**src/rtl/ahb3lite_cmd_master.sv**
```systemverilog
// AHB3-Lite burst master: turns one command into a pipelined
// sequence of NONSEQ/SEQ transfers with error abort.
module ahb3lite_cmd_master #(
    parameter int HADDR_SIZE = 32,
    parameter int HDATA_SIZE = 32
) (
    input  logic                  HCLK,
    input  logic                  HRESETn,
    input  logic                  cmd_valid_i,
    output logic                  cmd_ready_o,
    input  logic [HADDR_SIZE-1:0] cmd_addr_i,
    input  logic                  cmd_write_i,
    input  logic [2:0]            cmd_size_i,
    input  logic [2:0]            cmd_burst_i,
    input  logic [HDATA_SIZE-1:0] wdata_i,
    output logic                  wdata_ack_o,
    output logic [HDATA_SIZE-1:0] rdata_o,
    output logic                  rdata_valid_o,
    output logic                  done_o,
    output logic                  err_o,
    output logic [HADDR_SIZE-1:0] HADDR,
    output logic                  HWRITE,
    output logic [2:0]            HSIZE,
    output logic [2:0]            HBURST,
    output logic [3:0]            HPROT,
    output logic [1:0]            HTRANS,
    output logic                  HMASTLOCK,
    output logic [HDATA_SIZE-1:0] HWDATA,
    input  logic [HDATA_SIZE-1:0] HRDATA,
    input  logic                  HREADY,
    input  logic                  HRESP
);

    localparam logic [1:0] TR_IDLE   = 2'b00;
    localparam logic [1:0] TR_NONSEQ = 2'b10;
    localparam logic [1:0] TR_SEQ    = 2'b11;

    typedef enum logic [1:0] {
        ST_IDLE,
        ST_ADDR,
        ST_DATA,
        ST_ERR
    } state_t;

    state_t                state_q, state_d;
    logic [HADDR_SIZE-1:0] haddr_q, haddr_d;
    logic [1:0]            htrans_q, htrans_d;
    logic                  hwrite_q, hwrite_d;
    logic [2:0]            hsize_q, hsize_d;
    logic [2:0]            hburst_q, hburst_d;
    logic [3:0]            left_q, left_d;
    logic                  dphase_q, dphase_d;
    logic [HDATA_SIZE-1:0] rdata_q, rdata_d;
    logic                  rvalid_q, rvalid_d;
    logic                  done_q, done_d;
    logic                  err_q, err_d;
    logic [HADDR_SIZE-1:0] step;

    function automatic logic [3:0] last_beat(input logic [2:0] b);
        unique case (b)
            3'b011:  last_beat = 4'd3;
            3'b101:  last_beat = 4'd7;
            3'b111:  last_beat = 4'd15;
            default: last_beat = 4'd0;
        endcase
    endfunction

    assign step = {{(HADDR_SIZE-1){1'b0}}, 1'b1} << hsize_q;

    always_comb begin
        state_d  = state_q;
        haddr_d  = haddr_q;
        htrans_d = htrans_q;
        hwrite_d = hwrite_q;
        hsize_d  = hsize_q;
        hburst_d = hburst_q;
        left_d   = left_q;
        dphase_d = dphase_q;
        rdata_d  = rdata_q;
        rvalid_d = 1'b0;
        done_d   = 1'b0;
        err_d    = 1'b0;
        unique case (state_q)
            ST_IDLE: begin
                htrans_d = TR_IDLE;
                dphase_d = 1'b0;
                if (cmd_valid_i && cmd_ready_o) begin
                    haddr_d  = cmd_addr_i;
                    hwrite_d = cmd_write_i;
                    hsize_d  = cmd_size_i;
                    hburst_d = cmd_burst_i;
                    left_d   = last_beat(cmd_burst_i);
                    htrans_d = TR_NONSEQ;
                    state_d  = ST_ADDR;
                end
            end
            ST_ADDR, ST_DATA: begin
                if (dphase_q && HRESP) begin
                    // pending address phase is dropped on ERROR
                    htrans_d = TR_IDLE;
                    dphase_d = 1'b0;
                    if (HREADY) begin
                        state_d = ST_IDLE;
                        done_d  = 1'b1;
                        err_d   = 1'b1;
                    end else begin
                        state_d = ST_ERR;
                    end
                end else if (HREADY) begin
                    if (dphase_q && !hwrite_q) begin
                        rdata_d  = HRDATA;
                        rvalid_d = 1'b1;
                    end
                    if (state_q == ST_DATA) begin
                        state_d  = ST_IDLE;
                        dphase_d = 1'b0;
                        done_d   = 1'b1;
                    end else begin
                        dphase_d = 1'b1;
                        if (left_q == 4'd0) begin
                            htrans_d = TR_IDLE;
                            state_d  = ST_DATA;
                        end else begin
                            htrans_d = TR_SEQ;
                            haddr_d  = haddr_q + step;
                            left_d   = left_q - 4'd1;
                        end
                    end
                end
            end
            ST_ERR: begin
                htrans_d = TR_IDLE;
                if (HREADY) begin
                    state_d = ST_IDLE;
                    done_d  = 1'b1;
                    err_d   = 1'b1;
                end
            end
        endcase
    end

    always_ff @(posedge HCLK or negedge HRESETn) begin
        if (!HRESETn) begin
            state_q  <= ST_IDLE;
            haddr_q  <= '0;
            htrans_q <= TR_IDLE;
            hwrite_q <= 1'b0;
            hsize_q  <= 3'd0;
            hburst_q <= 3'd0;
            left_q   <= 4'd0;
            dphase_q <= 1'b0;
            rdata_q  <= '0;
            rvalid_q <= 1'b0;
            done_q   <= 1'b0;
            err_q    <= 1'b0;
        end else begin
            state_q  <= state_d;
            haddr_q  <= haddr_d;
            htrans_q <= htrans_d;
            hwrite_q <= hwrite_d;
            hsize_q  <= hsize_d;
            hburst_q <= hburst_d;
            left_q   <= left_d;
            dphase_q <= dphase_d;
            rdata_q  <= rdata_d;
            rvalid_q <= rvalid_d;
            done_q   <= done_d;
            err_q    <= err_d;
        end
    end

    // holding ready low during done keeps an idle cycle between commands
    assign cmd_ready_o   = (state_q == ST_IDLE) && !done_q;
    assign wdata_ack_o   = dphase_q && hwrite_q && HREADY && !HRESP;
    assign rdata_o       = rdata_q;
    assign rdata_valid_o = rvalid_q;
    assign done_o        = done_q;
    assign err_o         = err_q;
    assign HADDR         = haddr_q;
    assign HTRANS        = htrans_q;
    assign HWRITE        = hwrite_q;
    assign HSIZE         = hsize_q;
    assign HBURST        = hburst_q;
    assign HPROT         = 4'b0011;
    assign HMASTLOCK     = 1'b0;
    assign HWDATA        = wdata_i;

endmodule

```
**config.mk**
```make
export PLATFORM = sky130hd
export DESIGN_NAME = ahb3lite_cmd_master
export DESIGN_NICKNAME = d
export VERILOG_FILES = /design/src/rtl/ahb3lite_cmd_master.sv
export SDC_FILE = /design/constraint.sdc
export NUM_CORES = 1
export LEC_CHECK = 0
export ABC_AREA = 1
export BUFFER_PORTS_ARGS = -buffer_cell sky130_fd_sc_hd__buf_2
export CAP_MARGIN = 20
export CORE_UTILIZATION = 33
export CTS_CLUSTER_SIZE = 30
export DETAILED_ROUTE_END_ITERATION = 8
export HOLD_SLACK_MARGIN = 0.15
export SYNTH_ARGS = -nofsm -noshare
export SYNTH_HDL_FRONTEND = slang
export SYNTH_SLANG_ARGS = --single-unit
```
**constraint.sdc**
```tcl
create_clock -name HCLK -period 3.1 [get_ports HCLK]
set_clock_uncertainty 0.1 [all_clocks]
set_input_delay 0.31 -clock HCLK [delete_from_list [all_inputs] [get_ports HCLK]]
set_output_delay 0.31 -clock HCLK [all_outputs]
set_load 0.03 [all_outputs]
```
* Yosys cells after proc, flatten, opt, wreduce, memory -nomap -nowiden
Cells that the tools add are included.
** Word-level totals
- Input port bits :: 108
- Bits in registers :: 83
- Output and inout port bits :: 115
** Operators by class
- Reductions and logical operators :: 20
- $add $sub $neg :: 2
- Bitwise gates (word level) :: 1
- Eq/ne operators :: 15
- Multiplexer cells :: 42
- Shift-type cells :: 1
** Operators by type and width (count)
- $mux 32 :: 5
- $pmux 32 s2 :: 1
- $add 32x32->32 :: 1
- $shl 1x3->32 const A :: 1
- $mux 2 :: 12
- $mux 4 :: 5
- $mux 1 :: 12
- $ne 2x2->1 const B :: 6
- $pmux 2 s3 :: 2
- $pmux 4 s3 :: 1
- $pmux 4 s2 :: 1
- $reduce_and 4->1 :: 2
- $logic_and 1x1->1 :: 7
- $eq 3x3->1 const B :: 2
- $ne 3x3->1 const B :: 2
- $pmux 1 s2 :: 3
- $reduce_and 2->1 :: 3
- $reduce_and 6->1 :: 1
- $eq 2x2->1 const B :: 2
- $logic_not 4->1 :: 1
- $ne 4x4->1 const B :: 1
- $sub 4x1->4 const B :: 1
- $eq 3x2->1 const B :: 1
- $logic_not 1->1 :: 3
- 5 further kinds :: 5

* Logic depth before layout (Yosys ltp)
Gate-level depths: netlist of run 1.
- Word-level depth :: 7
- Mapped depth :: 15
- Gate-level depth less buffers :: 14

* Worst setup path after synthesis of run 1
OpenSTA, ideal clock, no wires.
- Path kind :: reg-to-reg
- From :: register hsize_q[1], in the netlist HSIZE[1]
- To :: register haddr_q[11], in the netlist HADDR[11]
- Required time :: 2.883 ns
- Slack :: 0.864 ns
- Buffers on the path :: 0
- Clock period less this slack :: 2.236 ns
- Stages on the path, launching flop included :: 13
- Arrival :: 2.019 ns
- Library setup time :: 0.117 ns
- Cell sequence :: dfrtp_1 inv_1 nor3_1 ha_1 or2_2 nand3_1 nand2_1 nand2_1 nand2_1 o21ai_1 nand2_1 o21ai_1 inv_1
** Between the ends
- Longest elaborated chain between the ends :: 7
** RTL lines
- start, declared :: line 49 : logic [2:0] hsize_q, hsize_d;
- start signal, assigned :: line 161 : hsize_q <= hsize_d;
- $shl 1x3->32 :: line 68 : assign step = {{(HADDR_SIZE-1){1'b0}}, 1'b1} << hsize_q;
- $add 32x32->32 :: line 125 : haddr_d = haddr_q + step;
- $mux 32 :: line 120 : if (left_q == 4'd0) begin
- $mux 32 :: line 114 : if (state_q == ST_DATA) begin
- $mux 32 :: line 109 : end else if (HREADY) begin
- $mux 32 :: line 98 : if (dphase_q && HRESP) begin
- $pmux 32 s2 :: line 83 : unique case (state_q)
- end signal, assigned :: line 158 : haddr_q <= haddr_d;
- end, declared :: line 46 : logic [HADDR_SIZE-1:0] haddr_q, haddr_d;
Every way passes these cells. The select of a mux whose other input is x is not followed.
A chain may end at the register's enable or synchronous reset.

* Final worst setup path of run 1
- From :: register hsize_q[1], in the netlist HSIZE[1]
- To :: register haddr_q[23], in the netlist HADDR[23]
Same word-level chain as after synthesis.

==> results of run 1 <==
[area by class of cell]
type	count	area [sq um]	share of cell area
Clock buffer	10	229	0.0342
Timing Repair Buffer	203	1250	0.187
Tap cell	211	264	0.0394
Sequential cell	83	2080	0.310
Clock inverter	6	90.1	0.0134
Inverter	77	292	0.0435
Multi-Input combinational cell	551	2490	0.372
Antenna cell	2	5.00	0.000747
[flip-flops by register name, summed over array words and instances (netlist names)]
signal,count
rdata_valid_o,1
err_o,1
rdata_o,32
HBURST,3
state_q,2
HTRANS,2
HSIZE,3
HWRITE,1
left_q,4
dphase_q,1
done_o,1
HADDR,32
[cell usage in the layout (no fill, tap or decap), types with 3 or more instances in the layout]
cell	instances
nor2_1	76
o21ai_0	24
ha_1	12
nand3b_1	10
inv_1	73
nand3_1	46
clkbuf_16	9
dfrtp_1	83
nor3_1	16
a31oi_1	5
conb_1	5
buf_4	8
inv_2	3
o21ai_1	9
nand4_1	5
a21oi_1	28
nand2_1	294
buf_2	152
dlygate4sd3_1	43
[report_power, final]
part / total [uW] / internal [uW] / switching [uW] / leakage, uW
clock: 1160 / 707 / 455 / 0.000153
sequential: 2130 / 1620 / 512 / 0.00102
combinational: 4590 / 1430 / 3160 / 0.00251
total: 7890 / 3760 / 4130 / 0.00369
[synth_stat cells, drive strengths merged]
cell,instances,share of area
a211oi,1,0.0014
a21o,1,0.0014
a21oi,28,0.027
a31oi,5,0.0060
and2,1,0.0012
buf,51,0.069
clkbuf,9,0.0064
conb,2,0.0014
dfrtp,83,0.40
fa,1,0.0038
ha,13,0.031
inv,77,0.056
nand2,296,0.21
nand3,46,0.044
nand3b,10,0.014
nand4,5,0.0060
nor2,77,0.056
nor3,16,0.015
nor3b,1,0.0014
nor4,1,0.0041
o211ai,2,0.0029
o21ai,33,0.031
o21bai,2,0.0029
o22ai,2,0.0024
o31ai,1,0.0014
or2,2,0.0024
xnor2,1,0.0017
xor2,1,0.0017
[kinds of logic after synthesis]
logic type      after synthesis  synth area share
other cells                   2           0.00143
fa+ha+maj                    14            0.0348
compound gates               75            0.0766
simple gates                455             0.357
flops                        83             0.396
buf+inv                     137             0.131
xor+xnor                      2           0.00334
[through the flow]
stage               utilization  instances  total power, uW  setup WS, ns
floorplan                     -        771             5610         0.864
global placement          0.387       1082             6670         0.808
detailed placement        0.387       1082             6710         0.776
CTS                       0.436       1141             7950         0.768
global route              0.436       1141             8630         0.481
finish                    0.436       1143             7890         0.785
[worst max-delay path: stages, from the launching register on]
cell      delay, ns
dfrtp_1        0.42
inv_1          0.12
nor3_1         0.21
ha_1           0.31
nand2_1        0.13
inv_1          0.05
a21oi_1        0.15
nand2_1        0.14
nand2_1        0.09
nand2_1        0.15
nand3b_1       0.13
nand3_1        0.07
nand2_1        0.08
nand2_1        0.04
[repair_timing]
| action | 4_1_cts | 5_1_grt |
|---|---|---|
| hold buffers | 43 | 0 |
| endpoints found under the hold margin | 92 | 0 |
| setup endpoints to repair | 0 | 0 |
[path summary, 6_finish.rpt]
check,cells after the start,slack [ns],to,from
max in group asynchronous,3,1.76,HADDR[25]$_DFFE_PN0P_,HRESETn
worst min-delay path,3,0.16,HADDR[5]$_DFFE_PN0P_,cmd_addr_i[5]
worst min register to register,2,0.37,rdata_o[20]$_DFFE_PN0P_,rdata_o[20]$_DFFE_PN0P_
worst max register to register,13,0.78,HADDR[23]$_DFFE_PN0P_,HSIZE[1]$_DFFE_PN0P_
worst max-delay path,13,0.78,HADDR[23]$_DFFE_PN0P_,HSIZE[1]$_DFFE_PN0P_
min in group asynchronous,2,0.43,rdata_o[10]$_DFFE_PN0P_,HRESETn
[metal layers]
metal	up-vias	global-route usage
met5	-	0
met4	2	0.0505
met3	15	0.0588
met2	156	0.307
met1	2297	0.230
li1	2688	-
==> flow_summary.yaml, run 1 <==
run_status:
  status: "complete, no violations"
cts:
  cts_tree: "done"
  ctsResizeCount: 0
  worstSkewPairLatency_ns: 0.35
  cts_buffers: 9
  clock-root-buffer: "clkbuf_16"
  clkTransAtPathRegs_ns: 0.06
  cts.sinks: 83
  cts_htree_levels: 3
  cts_setup_buffers: 0
  clk_path_buf_depth: 2
grt:
  track_usage: 0.185
  grt_pass1_vias: 4920
  antenna_found_initial: 3
  grt_max_degree: 53
  overflow: 0
  grt_pass1_wl_microns: 23700
detailed_routing:
  finalWirelength_microns: 14300
  wl_met3_microns: 1040
  wl_met1_microns: 6520
  firstDrtPassIters: 4
  viasPerCell: 4.51
  vias: 5158
  routedWlPerCell_microns: 12.6
  drtAntennaViolNets: 0
  drt-initial-drc-count: 254
  wl_met2_microns: 6610
  top_layer: "met5"
  post-route-drc-count: 0
hold_path:
  hp-class: "input pin to flip-flop"
logic_synthesis:
  synth_seq_cells: 83
  synthCells: 768
  synth.avg_cell_area_sq_um: 6.83
  synth.yosys.seq_area_share: 0.396
  yosysWarnings: 0
  syn_area_sq_um: 5250
  synth.distinct_cells: 36
floorplan:
  die_area_sq_um: 16400
  core_sq_um: 15400
  std_cell_rows: 45
  initial_core_util: 0.341
  ios: 223
  fp.dieW_microns: 128
  dieHeight_microns: 128
pwr:
  ir_drop_mv: 0.611
  p_leak_uw: 0.00369
  power_density_nw_per_um2: 1180
placed_design:
  numPortBuffers: 153
  hpwl_microns: 10500
  place_congestion: 0.889
  place_area_sq_um: 5950
sta:
  rsz0062_at_grt: "false"
  min_period_ns: 2.32
  final.setup.tns_ns: 0
  hold_viol: 0
  max-slew-margin-rel: 0.553
  period_share: 0.747
  whs_ns: 0.163
  worstMarginPinSlew_ns: 0.671
  max_freq_ghz: 0.432
  setup_viol: 0
  drv_slew: 0
worst_setup_path:
  cp_data_required_time_ns: 3.24
  path_class: "flip-flop to flip-flop"
  cp-end-kind: "flip-flop"
  cp-start-kind: "flip-flop"
  cp_max_fo: 6
  cp.arrival_ns: 2.45
final_layout:
  drive_gt1_frac: 0.200
  n_fill_cell: 1611
  layout.nets: 1047
  final_area_sq_um: 6700
  area_growth_pct: 27.8
flow_run:
  maxCapViolCount: 0
Power figures use the tool's default switching activity.
==> run 2: changes to the inputs <==
clock period = 2.3 ns   (was 3.1 ns; I/O delays follow)
==> flow_summary.yaml, run 2 (synthesized netlist as in run 1, its figures left out) <==
worst_setup_path:
  cp-end-kind: "flip-flop"
  cp_max_fo: 6
  reg2regPathDepth: 13
  r2r_start: "HSIZE[0]$_DFFE_PN0P_"
  path_class: "flip-flop to flip-flop"
  reg2reg_slack_ns: 0.02
  cp-start-kind: "flip-flop"
  cp_data_required_time_ns: 2.45
  cp.arrival_ns: 2.43
  timing.rr.end: "HADDR[11]$_DFFE_PN0P_"
sta:
  period_share: 0.992
  min_period_ns: 2.28
  drv_slew: 0
  worst_slack_ns: 0.0182
  setup_viol: 0
  whs_ns: 0.176
  rsz0062_at_grt: "true"
  max_freq_ghz: 0.438
  worstMarginPinSlew_ns: 0.550
  max-slew-margin-rel: 0.630
  hold_viol: 0
floorplan:
  initial_core_util: 0.341
  core_sq_um: 15400
  ios: 223
  std_cell_rows: 45
  die_area_sq_um: 16400
  dieHeight_microns: 128
  fp.dieW_microns: 128
detailed_routing:
  routedWlPerCell_microns: 13.2
  firstDrtPassIters: 5
  vias: 5439
  drtAntennaViolNets: 0
  viasPerCell: 4.60
  post-route-drc-count: 0
  drt-initial-drc-count: 359
  finalWirelength_microns: 15600
placed_design:
  numPortBuffers: 153
  place_congestion: 0.846
  detailedPlace.worstSlack_ns: -0.0397
  place_inst: 1087
  hpwl_microns: 10700
grt:
  track_usage: 0.192
  grt_max_degree: 57
  grt_pass1_vias: 5270
  overflow: 0
  antenna_found_initial: 1
  grt_pass1_wl_microns: 24800
cts:
  cts_htree_levels: 3
  cts_tree: "done"
  cts.sinks: 83
  clk_path_buf_depth: 2
  clkTransAtPathRegs_ns: 0.07
  cts_buffers: 9
  worstSkewPairLatency_ns: 0.35
  clock-root-buffer: "clkbuf_16"
pwr:
  power_density_nw_per_um2: 1550
  p_leak_uw: 0.00391
  ir_drop_mv: 0.710
final_layout:
  regArea_sq_um: 2080
  fin_cells: 1183
  n_fill_cell: 1530
  drive_gt1_frac: 0.261
  layout.nets: 1088
  final_common_cell: "nand2_1"
  layout_common_cells: "nand2_1 (273), buf_2 (152), dfrtp_1 (80)"
  multi_input_area_sq_um: 2770
  area_growth_pct: 40.1
run_status:
  status: "complete, no violations"
flow_run:
  maxCapViolCount: 0
hold_path:
  hold_path_end: "HADDR[13]$_DFFE_PN0P_"
  min_from: "cmd_addr_i[13]"
  hp-class: "input pin to flip-flop"
  whs_path_depth: 4
run 2: changes by cell type in the layout (fill, tap and decap cells not counted), moves of 5 or more:
| cell | change |
|---|---|
| nor3_1 | -8 |
| buf_4 | +10 |
| nor3_4 | +6 |
| dlygate4sd3_1 | +28 |
| nand2_1 | -21 |
| ha_1 | -5 |
| nand2_2 | +13 |
| nand2_4 | +8 |
run 2: timing repair:
action	CTS	global route
resized for setup	2	77
hold buffers	71	0
buffers inserted	2	6
pin swaps	0	34
cloned	0	0
setup endpoints to repair	16	27
hold endpoints to repair	156	0
run 2: cell type report:
| cell class | instances | share of cell area |
|---|---|---|
| Tap cell | 211 | 0.0359 |
| Multi-Input combinational cell | 551 | 0.376 |
| Timing Repair Buffer | 244 | 0.224 |
| Sequential cell | 83 | 0.283 |
| Antenna cell | 1 | 0.000340 |
| Inverter | 77 | 0.0414 |
| Clock buffer | 9 | 0.0306 |
| Clock inverter | 7 | 0.00800 |
run 2: layer usage:
metal	wire, microns	track usage
met3	1070	0.0584
met5	0	0
met2	7440	0.326
met4	299	0.0581
met1	6820	0.234
run 2: worst max path at each step:
stage	startpoint	endpoint	slack (ns)
3_3_place_gp	HSIZE[1]$_DFFE_PN0P_	HADDR[31]$_DFFE_PN0P_	-0.002
2_1_floorplan	HSIZE[1]$_DFFE_PN0P_	HADDR[11]$_DFFE_PN0P_	0.06
4_1_cts	HSIZE[1]$_DFFE_PN0P_	HADDR[11]$_DFFE_PN0P_	0.005
6_report	HSIZE[0]$_DFFE_PN0P_	HADDR[11]$_DFFE_PN0P_	0.02
5_1_grt	HSIZE[0]$_DFFE_PN0P_	HADDR[23]$_DFFE_PN0P_	-0.1
3_5_place_dp	HSIZE[1]$_DFFE_PN0P_	HADDR[31]$_DFFE_PN0P_	-0.04
run 2: through the flow:
stage	setup TNS (ns)	total power (uW)	utilization	area (sq um)
floorplan	0	7560	-	5260
global placement	-0.00167	9180	0.390	6000
detailed placement	-0.353	9230	0.390	6000
CTS	0	10900	0.456	7020
global route	-0.892	12400	0.478	7350
finish	0	11400	0.478	7350
run 2: worst max-delay path, stage by stage, from the launching register on:
cell and delay, ns:
dfrtp_2 0.49, clkinv_4 0.13, nor3_4 0.27, ha_4 0.27, nand2_4 0.09, inv_1 0.06
a21oi_2 0.19, nand2_4 0.10, nand2_2 0.09, nand2_4 0.07, o21ai_1 0.13, nand2_1 0.06
o21ai_1 0.07, inv_1 0.05
run 2: report_power, final:
part | internal [uW] | leakage [uW] | total [uW] | switching, uW
sequential | 2180 | 0.00102 | 2920 | 742
clock | 752 | 0.000139 | 1440 | 683
combinational | 2390 | 0.00275 | 7030 | 4640
total | 5320 | 0.00391 | 11400 | 6070
